<file path="config.mk">
export PLATFORM = sky130hd
export DESIGN_NAME = versatile_mem_ctrl_sched
export DESIGN_NICKNAME = d
export VERILOG_FILES = /design/src/rtl/versatile_mem_ctrl_sched.sv
export SDC_FILE = /design/constraint.sdc
export NUM_CORES = 1
export LEC_CHECK = 0
export CAP_MARGIN = 20
export CORE_AREA = 2 2 78 117
export DETAILED_ROUTE_END_ITERATION = 8
export DIE_AREA = 0 0 80 119
export PLACE_DENSITY = 0.87
export SYNTH_ARGS = -nofsm -noshare
export SYNTH_HDL_FRONTEND = slang
export SYNTH_SLANG_ARGS = --single-unit
</file>
<file path="constraint.sdc">
create_clock -name sdram_clk -period 4.7 [get_ports sdram_clk]
set_clock_uncertainty 0.2 [all_clocks]
set_input_delay 0.94 -clock sdram_clk [delete_from_list [all_inputs] [get_ports sdram_clk]]
set_output_delay 0.94 -clock sdram_clk [all_outputs]
set_load 0.05 [all_outputs]
</file>
<file path="src/rtl/versatile_mem_ctrl_sched.sv">
// versatile_mem_ctrl_sched
// SDRAM-clock-domain scheduler for the multi-port wishbone FIFO bridge.
// It picks an egress FIFO round-robin and pops one address/control word,
// which it turns into a single burst command for the SDRAM sequencer. For a
// write it then streams the egress data words to the sequencer. For a read
// it routes the sequencer's read beats into the owning port's ingress FIFO.
//
// Ports:
//   sdram_clk, sdram_rst  clock, synchronous active-high reset
//   fifo_empty[p]         egress FIFO p empty
//   fifo_rd[p]            one-hot egress pop; fifo_dat_i is valid the next cycle
//   fifo_dat_i            egress word: address {adr[35:6], we[5], bte[4:3], cti[2:0]}
//                         or data {dat[35:4], sel[3:0]}
//   ingress_wr[p]         one-hot ingress push, same cycle as rdat_valid
//   cmd_*                 burst command to the sequencer (valid/ready handshake)
//   wdat_*                write beat to the sequencer (valid/ready handshake)
//   rdat_valid            read beat strobe from the sequencer
//   busy                  high whenever the FSM is not in IDLE
//
// state    | meaning
// ---------+-------------------------------------------------------------
// IDLE     | arbitrate among non-empty egress FIFOs
// POP_ADR  | pop the address/control word of the granted port
// ADR_WAIT | capture the address word, decode burst length
// CMD      | present command until the sequencer accepts it
// WR_POP   | pop the next data word (waits while the FIFO is empty)
// WR_WAIT  | capture the data word
// WR_HOLD  | present write beat until the sequencer takes it
// RD_DATA  | forward read beats into the ingress FIFO
// DONE     | burst finished; advance the round-robin pointer

module versatile_mem_ctrl_sched #(
    parameter int nr_of_wb_ports = 3
) (
    input  logic                      sdram_clk,
    input  logic                      sdram_rst,
    input  logic [0:nr_of_wb_ports-1] fifo_empty,
    output logic [0:nr_of_wb_ports-1] fifo_rd,
    input  logic [35:0]               fifo_dat_i,
    output logic [0:nr_of_wb_ports-1] ingress_wr,
    output logic                      cmd_valid,
    input  logic                      cmd_ready,
    output logic                      cmd_we,
    output logic [29:0]               cmd_adr,
    output logic [4:0]                cmd_len,
    output logic [1:0]                cmd_bte,
    output logic                      wdat_valid,
    input  logic                      wdat_ready,
    output logic [31:0]               wdat,
    output logic [3:0]                wdat_sel,
    input  logic                      rdat_valid,
    output logic                      busy
);

    localparam int NP = nr_of_wb_ports;
    localparam int PW = (NP > 1) ? $clog2(NP) : 1;

    typedef enum logic [3:0] {
        IDLE,
        POP_ADR,
        ADR_WAIT,
        CMD,
        WR_POP,
        WR_WAIT,
        WR_HOLD,
        RD_DATA,
        DONE
    } state_e;

    state_e          state_q, state_d;
    logic [PW-1:0]   port_q, port_d;
    logic [PW-1:0]   last_q, last_d;
    logic [4:0]      cnt_q, cnt_d;
    logic            cmd_we_q, cmd_we_d;
    logic [29:0]     cmd_adr_q, cmd_adr_d;
    logic [1:0]      cmd_bte_q, cmd_bte_d;
    logic [4:0]      cmd_len_q, cmd_len_d;
    logic [31:0]     wdat_q, wdat_d;
    logic [3:0]      wdat_sel_q, wdat_sel_d;

    logic            grant_vld;
    logic [PW-1:0]   grant_idx;
    logic [PW-1:0]   cand;

    // Single accesses (classic cycle or end-of-burst CTI) and linear BTE
    // collapse to one beat; otherwise BTE selects the wrap length.
    function automatic logic [4:0] burst_len(input logic [1:0] bte, input logic [2:0] cti);
        logic [4:0] len;
        if (cti == 3'b000 || cti == 3'b111 || bte == 2'b00) begin
            len = 5'd1;
        end else if (bte == 2'b01) begin
            len = 5'd4;
        end else if (bte == 2'b10) begin
            len = 5'd8;
        end else begin
            len = 5'd16;
        end
        return len;
    endfunction

    // Search starts one past the last completed grant so every port gets a
    // turn; the first non-empty candidate wins.
    always_comb begin
        grant_vld = 1'b0;
        grant_idx = '0;
        cand      = '0;
        for (int i = 1; i <= NP; i++) begin
            cand = PW'((int'(last_q) + i) % NP);
            if (!grant_vld && !fifo_empty[cand]) begin
                grant_vld = 1'b1;
                grant_idx = cand;
            end
        end
    end

    always_comb begin
        state_d    = state_q;
        port_d     = port_q;
        last_d     = last_q;
        cnt_d      = cnt_q;
        cmd_we_d   = cmd_we_q;
        cmd_adr_d  = cmd_adr_q;
        cmd_bte_d  = cmd_bte_q;
        cmd_len_d  = cmd_len_q;
        wdat_d     = wdat_q;
        wdat_sel_d = wdat_sel_q;
        fifo_rd    = '0;
        ingress_wr = '0;
        cmd_valid  = 1'b0;
        wdat_valid = 1'b0;

        case (state_q)
            IDLE: begin
                if (grant_vld) begin
                    port_d  = grant_idx;
                    state_d = POP_ADR;
                end
            end
            POP_ADR: begin
                fifo_rd[port_q] = 1'b1;
                state_d         = ADR_WAIT;
            end
            ADR_WAIT: begin
                cmd_adr_d = fifo_dat_i[35:6];
                cmd_we_d  = fifo_dat_i[5];
                cmd_bte_d = fifo_dat_i[4:3];
                cmd_len_d = burst_len(fifo_dat_i[4:3], fifo_dat_i[2:0]);
                cnt_d     = burst_len(fifo_dat_i[4:3], fifo_dat_i[2:0]);
                state_d   = CMD;
            end
            CMD: begin
                cmd_valid = 1'b1;
                if (cmd_ready) begin
                    state_d = cmd_we_q ? WR_POP : RD_DATA;
                end
            end
            WR_POP: begin
                if (!fifo_empty[port_q]) begin
                    fifo_rd[port_q] = 1'b1;
                    state_d         = WR_WAIT;
                end
            end
            WR_WAIT: begin
                wdat_d     = fifo_dat_i[35:4];
                wdat_sel_d = fifo_dat_i[3:0];
                state_d    = WR_HOLD;
            end
            WR_HOLD: begin
                wdat_valid = 1'b1;
                if (wdat_ready) begin
                    cnt_d   = cnt_q - 5'd1;
                    state_d = (cnt_q == 5'd1) ? DONE : WR_POP;
                end
            end
            RD_DATA: begin
                if (rdat_valid) begin
                    ingress_wr[port_q] = 1'b1;
                    cnt_d              = cnt_q - 5'd1;
                    if (cnt_q == 5'd1) begin
                        state_d = DONE;
                    end
                end
            end
            DONE: begin
                last_d  = port_q;
                state_d = IDLE;
            end
            default: begin
                state_d = IDLE;
            end
        endcase

        // Strobes are suppressed in the reset cycle itself so an abort never
        // leaks a pop or push into the FIFOs being reset alongside us.
        if (sdram_rst) begin
            fifo_rd    = '0;
            ingress_wr = '0;
            cmd_valid  = 1'b0;
            wdat_valid = 1'b0;
        end
    end

    always_ff @(posedge sdram_clk) begin
        if (sdram_rst) begin
            state_q    <= IDLE;
            port_q     <= '0;
            last_q     <= '0;
            cnt_q      <= '0;
            cmd_we_q   <= 1'b0;
            cmd_adr_q  <= '0;
            cmd_bte_q  <= '0;
            cmd_len_q  <= '0;
            wdat_q     <= '0;
            wdat_sel_q <= '0;
        end else begin
            state_q    <= state_d;
            port_q     <= port_d;
            last_q     <= last_d;
            cnt_q      <= cnt_d;
            cmd_we_q   <= cmd_we_d;
            cmd_adr_q  <= cmd_adr_d;
            cmd_bte_q  <= cmd_bte_d;
            cmd_len_q  <= cmd_len_d;
            wdat_q     <= wdat_d;
            wdat_sel_q <= wdat_sel_d;
        end
    end

    assign cmd_we   = cmd_we_q;
    assign cmd_adr  = cmd_adr_q;
    assign cmd_bte  = cmd_bte_q;
    assign cmd_len  = cmd_len_q;
    assign wdat     = wdat_q;
    assign wdat_sel = wdat_sel_q;
    assign busy     = !sdram_rst && (state_q != IDLE);

endmodule

</file>
# Word-level counts from Yosys, hierarchy flattened
# Cells that the tools add are included.
[word_totals] register_bits=87 in_bits=44
[op_classes] addsub=4 n_div=3 n_lt_le_gt_ge=5 eq_ne=18 mux=45 n_bitwise=4 n_reduce_logical=18
[op_table] operator="remainder unit 32 x 3 -> 32 bit, second input constant" count=3
[op_table] operator="case mux 4 bit (8 select lines)" count=1
[op_table] operator="two-way mux 4 bit" count=7
[op_table] operator="two-way mux 5 bit" count=5
[op_table] operator="equality test 4 x 3 -> 1 bit, second input constant" count=4
[op_table] operator="two-way mux 1 bit" count=16
[op_table] operator="two-way mux 3 bit" count=5
[op_table] operator="case mux 5 bit (3 select lines)" count=1
[op_table] operator=">= comparator 3 bit, second input constant" count=4
[op_table] operator="inequality test 2 bit, second input constant" count=6
[op_table] operator="inverter 2 -> 3 bit" count=4
[op_table] operator="binary-select mux 1 bit (select 2 bit)" count=4
[op_table] operator="equality test 4 x 2 -> 1 bit, second input constant" count=2
[op_table] operator="two-way mux 2 bit" count=4
[op_table] operator="adder 2 x 2 -> 3 bit, second input constant" count=2
[op_table] operator="case mux 3 bit (2 select lines)" count=1
[op_table] operator="AND reduction 6 bit" count=1
[op_table] operator="equality test 5 x 1 -> 1 bit, second input constant" count=1
[op_table] operator="subtractor 5 x 1 -> 5 bit, second input constant" count=1
[op_table] operator="equality test 4 x 1 -> 1 bit, second input constant" count=1
[op_table] operator="equality test 4 bit, second input constant" count=1
[op_table] operator="logical AND 1 bit" count=4
[op_table] operator="zero test 1 bit" count=4
[op_table] operator="zero test 4 bit" count=1
[op_table] operator="13 further kinds" count=14

# Depth between registers and ports, before layout
# Gate-level depths: netlist (run 1).
[logic_depth] word_depth=14 mapped_depth=8 mapped_depth_nobuf=7

# Least setup slack after synthesis (run 1)
# OpenSTA, ideal clock, no wires.
[synth_path] kind="input -> output" start="input port fifo_empty[2] (netlist name)" end="output port fifo_rd[0] (netlist name)" arrival_time_ns=2.688 required_time_ns=3.560 path_slack_ns=0.872 stages=5 path_cell_list="mux2i_1 > o2bb2ai_1 > or3b_1 > a211o_1 > nor4_2"
[synth_via] elab_chain_cells=6
[synth_lines] item="start: declaration" line="37" text="input logic [0:nr_of_wb_ports-1] fifo_empty,"
[synth_lines] item="binary-select mux 1 bit (select 2 bit)" line="158" text="if (!fifo_empty[port_q]) begin"
[synth_lines] item="two-way mux 1 bit (implied by the code) (2 in a row)" line="158"
[synth_lines] item="two-way mux 3 bit" line="158"
[synth_lines] item="case mux 3 bit (2 select lines)" line="132" text="case (state_q)"
[synth_lines] item="two-way mux 3 bit" line="195" text="if (sdram_rst) begin"
[synth_lines] item="end: declaration" line="38" text="output logic [0:nr_of_wb_ports-1] fifo_rd,"
# No other way between the ends. The select of a mux whose other input is x is not followed.

# Worst setup path after layout (run 1)
# Same ends and word-level chain as after synthesis.

==> flow_metrics.env, run 1 <==
export IMPL_hpwl_um=7070
export IMPL_peakVddDrop_mv=0.322
export IMPL_r2r_start="state_q[0]"
export IMPL_finalSetupTns_ps=0
export IMPL_cts_sinks=86
export IMPL_worst_ep_required_time_ps=3560
export IMPL_dieArea_mm2=0.00952
export IMPL_clockBufferDepth=2
export IMPL_timing_final_ws_setup_ps=668
export IMPL_cts_buffers=9
export IMPL_tightestPinTransition_ps=697
export IMPL_root_buffer="clkbuf_16"
export IMPL_place_ws_ps=687
export IMPL_async_flop_share=0
export IMPL_syn_area_mm2=0.00373
export IMPL_pwr_share_seq=0.362
export IMPL_worstPathMaxFanout=5
export IMPL_std_cell_rows=42
export IMPL_io_pins=127
export IMPL_most_common_layout_cells="nand2_1, clkdlybuf4s50_1, a21oi_1, dfxtp_1, nor2_1"
export IMPL_layout_drive_gt1_share=0.0646
export IMPL_grt_remaining_overflow=0
export IMPL_synth_seq_cells=86
export IMPL_synth_fp_nets=530
export IMPL_drv_slew=0
export IMPL_cp_startpoint="fifo_empty[2]"
export IMPL_p_leak_nw=1.80
export IMPL_rrSetupSlack_ps=2460
export IMPL_yosysTopAreaCellShare=0.461
export IMPL_portBuffers=125
export IMPL_ctsHoldBuffers=0
export IMPL_timing_fmax_ghz=0.248
export IMPL_netlist_top_cell_by_area="dfxtp_1"
export IMPL_drv_cap=0
export IMPL_drt_antenna_violating_nets=0
export IMPL_fin_crit_sh=0.858
export IMPL_grt_pass1_wl_um=16100
export IMPL_clk_latency_ps=340
export IMPL_cts_setup_buffers=0
export IMPL_chipHeight_um=119
export IMPL_relSlewSlack=0.529
export IMPL_switchingPower_mw=1.04
export IMPL_synth_area_leaders="dfxtp_1, nand2_1, a21oi_1"
export IMPL_die_width_um=80
export IMPL_clock_power_share=0.248
export IMPL_initial_core_util=0.433
export IMPL_design_area_mm2=0.00527
export IMPL_routed_wl_um=10200
export IMPL_vias=3666
export IMPL_critPathLaunchType="input port"
export IMPL_wl_per_cell_um=14.6
export IMPL_avgSynthCellArea_um2=7.81
export IMPL_yosysWarnings=0
export IMPL_p_int_mw=1.57
export IMPL_placed_area_mm2=0.00500
export IMPL_drt_initial_drc_count=199
export IMPL_grt_max_degree=71
export IMPL_htreeDepth=3
export IMPL_rsz0062_at_grt="false"
export IMPL_power_density_mw_per_mm2=496
export IMPL_grt_pass1_vias=3447
export IMPL_finish_utilization=0.611
export IMPL_gp_congestion=0.831
export IMPL_hp_class="register to register"
export IMPL_switching_share=0.400
export IMPL_crit_type="input port to primary output"
export IMPL_power_frac_comb=0.390
export IMPL_synth_edf_count=0
export IMPL_status="finished, final reports clean"
export IMPL_area_delta_synth_final_pct=41.0
export IMPL_viasPerCell=5.25
export IMPL_crit_arrival_ps=2890
export IMPL_synth_flop_cell="dfxtp_1"
export IMPL_hold_viol_final=0
export IMPL_holdCritStartpoint="cmd_adr[22]"
export IMPL_drc=0
export IMPL_synthCells=478
export IMPL_path_clk_slew_ps=60
export IMPL_layout_nets=636
export IMPL_yosysUniqueCellTypes=51
export IMPL_critPathCaptureType="primary output"
export IMPL_grt_usage=0.214
export IMPL_antenna_cells=0
export IMPL_period_needed_ps=4030
export IMPL_cts_tree="yes"
export IMPL_seq_area_frac_synth=0.461
export IMPL_antenna_found_initial=0
export IMPL_core_area_mm2=0.00862
export IMPL_cts_repair_resized=0
export IMPL_dr_pass1_iters=4
export IMPL_finalSetupViolCount=0
export IMPL_final_common_cell="nand2_1"
[worst max-delay path, cell delays in order]
cell and delay, ps:
clkdlybuf4s50_1 520, mux2i_1 200, o2bb2ai_1 130, or3b_1 360
a211o_1 350, nor4_2 150, buf_4 240
[final cells by class]
type | count | area [um^2]
sequential | 86 | 1720
inverter | 8 | 30.0
fill | 741 | 3350
clock buffer | 14 | 264
multi-input combinational | 349 | 1830
tap | 110 | 138
timing repair buffer | 130 | 1280
clock inverter | 1 | 5.00
[logic make-up (layout without fill, tap and decap cells)]
kind of cell / count (synthesis) / count (layout) / share of synthesized area
AO/OA/AOI/OAI: 112 / 112 / 0.174
buffers and inverters: 43 / 153 / 0.0509
other: 1 / 1 / 0.00100
adder cells (fa/ha/maj): 8 / 8 / 0.0268
AND/OR/NAND/NOR: 222 / 222 / 0.268
flip-flops: 86 / 86 / 0.461
multiplexers: 6 / 6 / 0.0181
[power groups by stage]
| stage | clock [mW] | sequential, mW | combinational [mW] |
|---|---|---|---|
| after global routing | 0.688 | 0.958 | 1.09 |
| after detailed placement | 0 | 0.959 | 1.02 |
| after CTS | 0.661 | 0.944 | 1.02 |
| after floorplan | 0 | 1.19 | 0.468 |
| final | 0.649 | 0.946 | 1.02 |
| after global placement | 0 | 0.950 | 0.998 |
[layer usage]
| metal | GRT usage | up-vias | part of all wire |
|---|---|---|---|
| li1 | - | 1798 | - |
| met5 | 0 | - | 0 |
| met4 | 0.0911 | 0 | 0.018 |
| met2 | 0.377 | 135 | 0.52 |
| met1 | 0.237 | 1718 | 0.39 |
| met3 | 0.0553 | 15 | 0.066 |
[metrics by stage]
stage	std cells	hold slack (ps)	power, mW
floorplan	478	241	1.65
global placement	683	241	1.95
detailed placement	683	249	1.97
CTS	698	255	2.63
global route	698	277	2.74
finish	698	252	2.61
[Yosys cell counts, types with 2 or more instances]
master	n
a21oi_1	86
a211oi_1	2
inv_1	8
dfxtp_1	86
nand2_1	150
nor2b_1	5
nor4_1	3
clkbuf_1	18
nor3_1	8
nor2_1	20
nand2b_1	10
or3b_1	4
o21ai_0	6
a31oi_1	3
nand3_1	5
buf_2	14
mux2_2	2
or3_1	4
nor3b_1	3
mux2i_1	3
ha_1	8
[sequential cells by signal, indices dropped and copies added (netlist names)]
| name | flops |
|---|---|
| cmd_bte | 2 |
| cmd_len | 4 |
| wdat | 32 |
| last_q | 2 |
| wdat_sel | 4 |
| cnt_q | 5 |
| port_q | 2 |
| cmd_adr | 30 |
| cmd_we | 1 |
| state_q | 4 |
[worst paths after layout]
path              depth (start not counted)          end
setup reg to reg                          5   state_q[2]
hold / removal                            2  cmd_adr[22]
hold reg to reg                           2  cmd_adr[22]
setup / recovery                          7   fifo_rd[0]
Note: power is estimated with default switching activity, not from simulation.
==> run 2: changes to the inputs <==
--- a/config.mk
+++ b/config.mk
@@ -5,7 +5,7 @@
 export SDC_FILE = /design/constraint.sdc
 export NUM_CORES = 1
 export LEC_CHECK = 0
-export CAP_MARGIN = 20
+export CAP_MARGIN = 0
 export CORE_AREA = 2 2 78 117
 export DETAILED_ROUTE_END_ITERATION = 8
 export DIE_AREA = 0 0 80 119
==> results of run 2 <==
Same layout as run 1: the final DEF is identical, and so are final timing and power.
==> run 3: changes to the inputs <==
--- a/config.mk
+++ b/config.mk
@@ -9,6 +9,7 @@
 export CORE_AREA = 2 2 78 117
 export DETAILED_ROUTE_END_ITERATION = 8
 export DIE_AREA = 0 0 80 119
+export MAX_ROUTING_LAYER = met4
 export PLACE_DENSITY = 0.87
 export SYNTH_ARGS = -nofsm -noshare
 export SYNTH_HDL_FRONTEND = slang
==> run 3 against run 2 <==
Compared with the run above: via count fell by 0.16%; total power is essentially flat; combinational power is essentially flat; first-iteration DRC count shrank 2.5%; routed wire length fell by 0.28%; utilization is the same; maximum frequency barely moved; critical path depth unchanged; setup slack barely moved.
==> flow_metrics.env, run 3 (synthesized netlist as in run 1, its figures left out) <==
export IMPL_worst_path_largest_cell_delay_ps=520
export IMPL_vias=3660
export IMPL_cts_buffers=9
export IMPL_power_density_mw_per_mm2=496
export IMPL_dieArea_mm2=0.00952
export IMPL_drt_antenna_violating_nets=0
export IMPL_rrSetupSlack_ps=2460
export IMPL_root_buffer="clkbuf_16"
export IMPL_wl_per_cell_um=14.6
export IMPL_ctsHoldBuffers=0
export IMPL_dp_cells=683
export IMPL_cts_setup_buffers=0
export IMPL_portBuffers=125
export IMPL_finalSetupViolCount=0
export IMPL_area_delta_synth_final_pct=41.0
export IMPL_final_common_cell="nand2_1"
export IMPL_core_area_mm2=0.00862
export IMPL_finalSetupTns_ps=0
export IMPL_routed_wl_um=10200
export IMPL_htreeDepth=3
export IMPL_most_common_layout_cells="nand2_1, clkdlybuf4s50_1, a21oi_1, dfxtp_1, nor2_1"
export IMPL_chipHeight_um=119
export IMPL_status="finished, final reports clean"
export IMPL_fillerInstances=741
export IMPL_rsz0062_at_grt="false"
export IMPL_grt_pass1_vias=3448
export IMPL_worst_ep_required_time_ps=3560
export IMPL_fin_total_pwr_mw=2.61
export IMPL_peakVddDrop_mv=0.322
export IMPL_p_leak_nw=1.80
export IMPL_whs_ps=252
export IMPL_place_ws_ps=687
export IMPL_antenna_found_initial=0
export IMPL_setup_worst_path_end="fifo_rd[0]"
export IMPL_final_cells=698
export IMPL_fin_crit_sh=0.858
export IMPL_drt_initial_drc_count=194
export IMPL_worstPathMaxFanout=5
export IMPL_cp_startpoint="fifo_empty[2]"
export IMPL_dr_pass1_iters=4
export IMPL_path_clk_slew_ps=60
export IMPL_crit_chain="clkdlybuf4s50_1, mux2i_1, o2bb2ai_1, or3b_1, a211o_1, nor4_2, buf_4"
export IMPL_largest_reg_flops=32
export IMPL_tightestPinTransition_ps=696
export IMPL_drc=0
export IMPL_period_needed_ps=4030
export IMPL_hold_viol_final=0
export IMPL_cts_sinks=86
export IMPL_design_area_mm2=0.00527
export IMPL_timing_final_ws_setup_ps=669
export IMPL_r2r_end="state_q[2]"
export IMPL_drv_slew=0
export IMPL_crit_arrival_ps=2890
export IMPL_drv_cap=0
export IMPL_grt_usage=0.219
export IMPL_hp_class="register to register"
export IMPL_grt_remaining_overflow=0
export IMPL_grt_max_degree=71
export IMPL_std_cell_rows=42
export IMPL_die_width_um=80
export IMPL_initial_core_util=0.433
export IMPL_relSlewSlack=0.529
export IMPL_layout_drive_gt1_share=0.0646
export IMPL_r2r_start="state_q[0]"
export IMPL_antenna_cells=0
export IMPL_gp_congestion=0.843
export IMPL_hpwl_um=7070
export IMPL_io_pins=127
export IMPL_placed_area_mm2=0.00500
export IMPL_layout_nets=636
export IMPL_critPathLaunchType="input port"
export IMPL_critPathCaptureType="primary output"
export IMPL_crit_slowest_cell="clkdlybuf4s50_1"
export IMPL_cts_repair_resized=0
export IMPL_crit_type="input port to primary output"
export IMPL_grt_pass1_wl_um=16000
export IMPL_timing_fmax_ghz=0.248
export IMPL_finish_utilization=0.611
export IMPL_clockBufferDepth=2
export IMPL_cts_tree="yes"
export IMPL_rr_worst_depth=5
export IMPL_viasPerCell=5.24
export IMPL_clk_latency_ps=340
==> run 3: cell type report <==
| type | count | area, um^2 | share of cell area |
|---|---|---|---|
| Timing Repair Buffer | 130 | 1280 | 0.242 |
| Multi-Input combinational cell | 349 | 1830 | 0.348 |
| Inverter | 8 | 30.0 | 0.00570 |
| Sequential cell | 86 | 1720 | 0.327 |
| Clock inverter | 1 | 5.00 | 0.000950 |
| Tap cell | 110 | 138 | 0.0261 |
| Clock buffer | 14 | 264 | 0.0501 |
==> run 3: worst min-delay path by stage <==
stage | end | cells after the start | slack, ps | from
2_1_floorplan | cnt_q[1] | 2 | 240 | cnt_q[1]
3_3_place_gp | cmd_adr[22] | 2 | 240 | cmd_adr[22]
3_5_place_dp | cmd_adr[22] | 2 | 250 | cmd_adr[22]
4_1_cts | cmd_adr[22] | 2 | 260 | cmd_adr[22]
5_1_grt | wdat_sel[2] | 2 | 280 | wdat_sel[2]
6_report | cmd_adr[22] | 2 | 250 | cmd_adr[22]
==> run 3: report_power, final <==
part | switching (mW) | leakage, nW | internal, mW
clock | 0.265 | 0.133 | 0.383
sequential | 0.109 | 0.697 | 0.837
combinational | 0.670 | 0.974 | 0.348
==> run 3: worst max-delay path: cells and delay by family <==
kind | cells | cell delay [ps]
buffers and inverters | 2 | 760
AO/OA/AOI/OAI | 2 | 480
AND/OR/NAND/NOR | 2 | 510
multiplexers | 1 | 200
==> run 3: per-layer routing <==
layer	track usage	routed length (um)	vias to the layer above
li1	-	-	1799
met1	0.242	4080	1724
met2	0.376	5380	124
met3	0.0477	572	13
met4	0.0911	154	0
met5	-	0	-
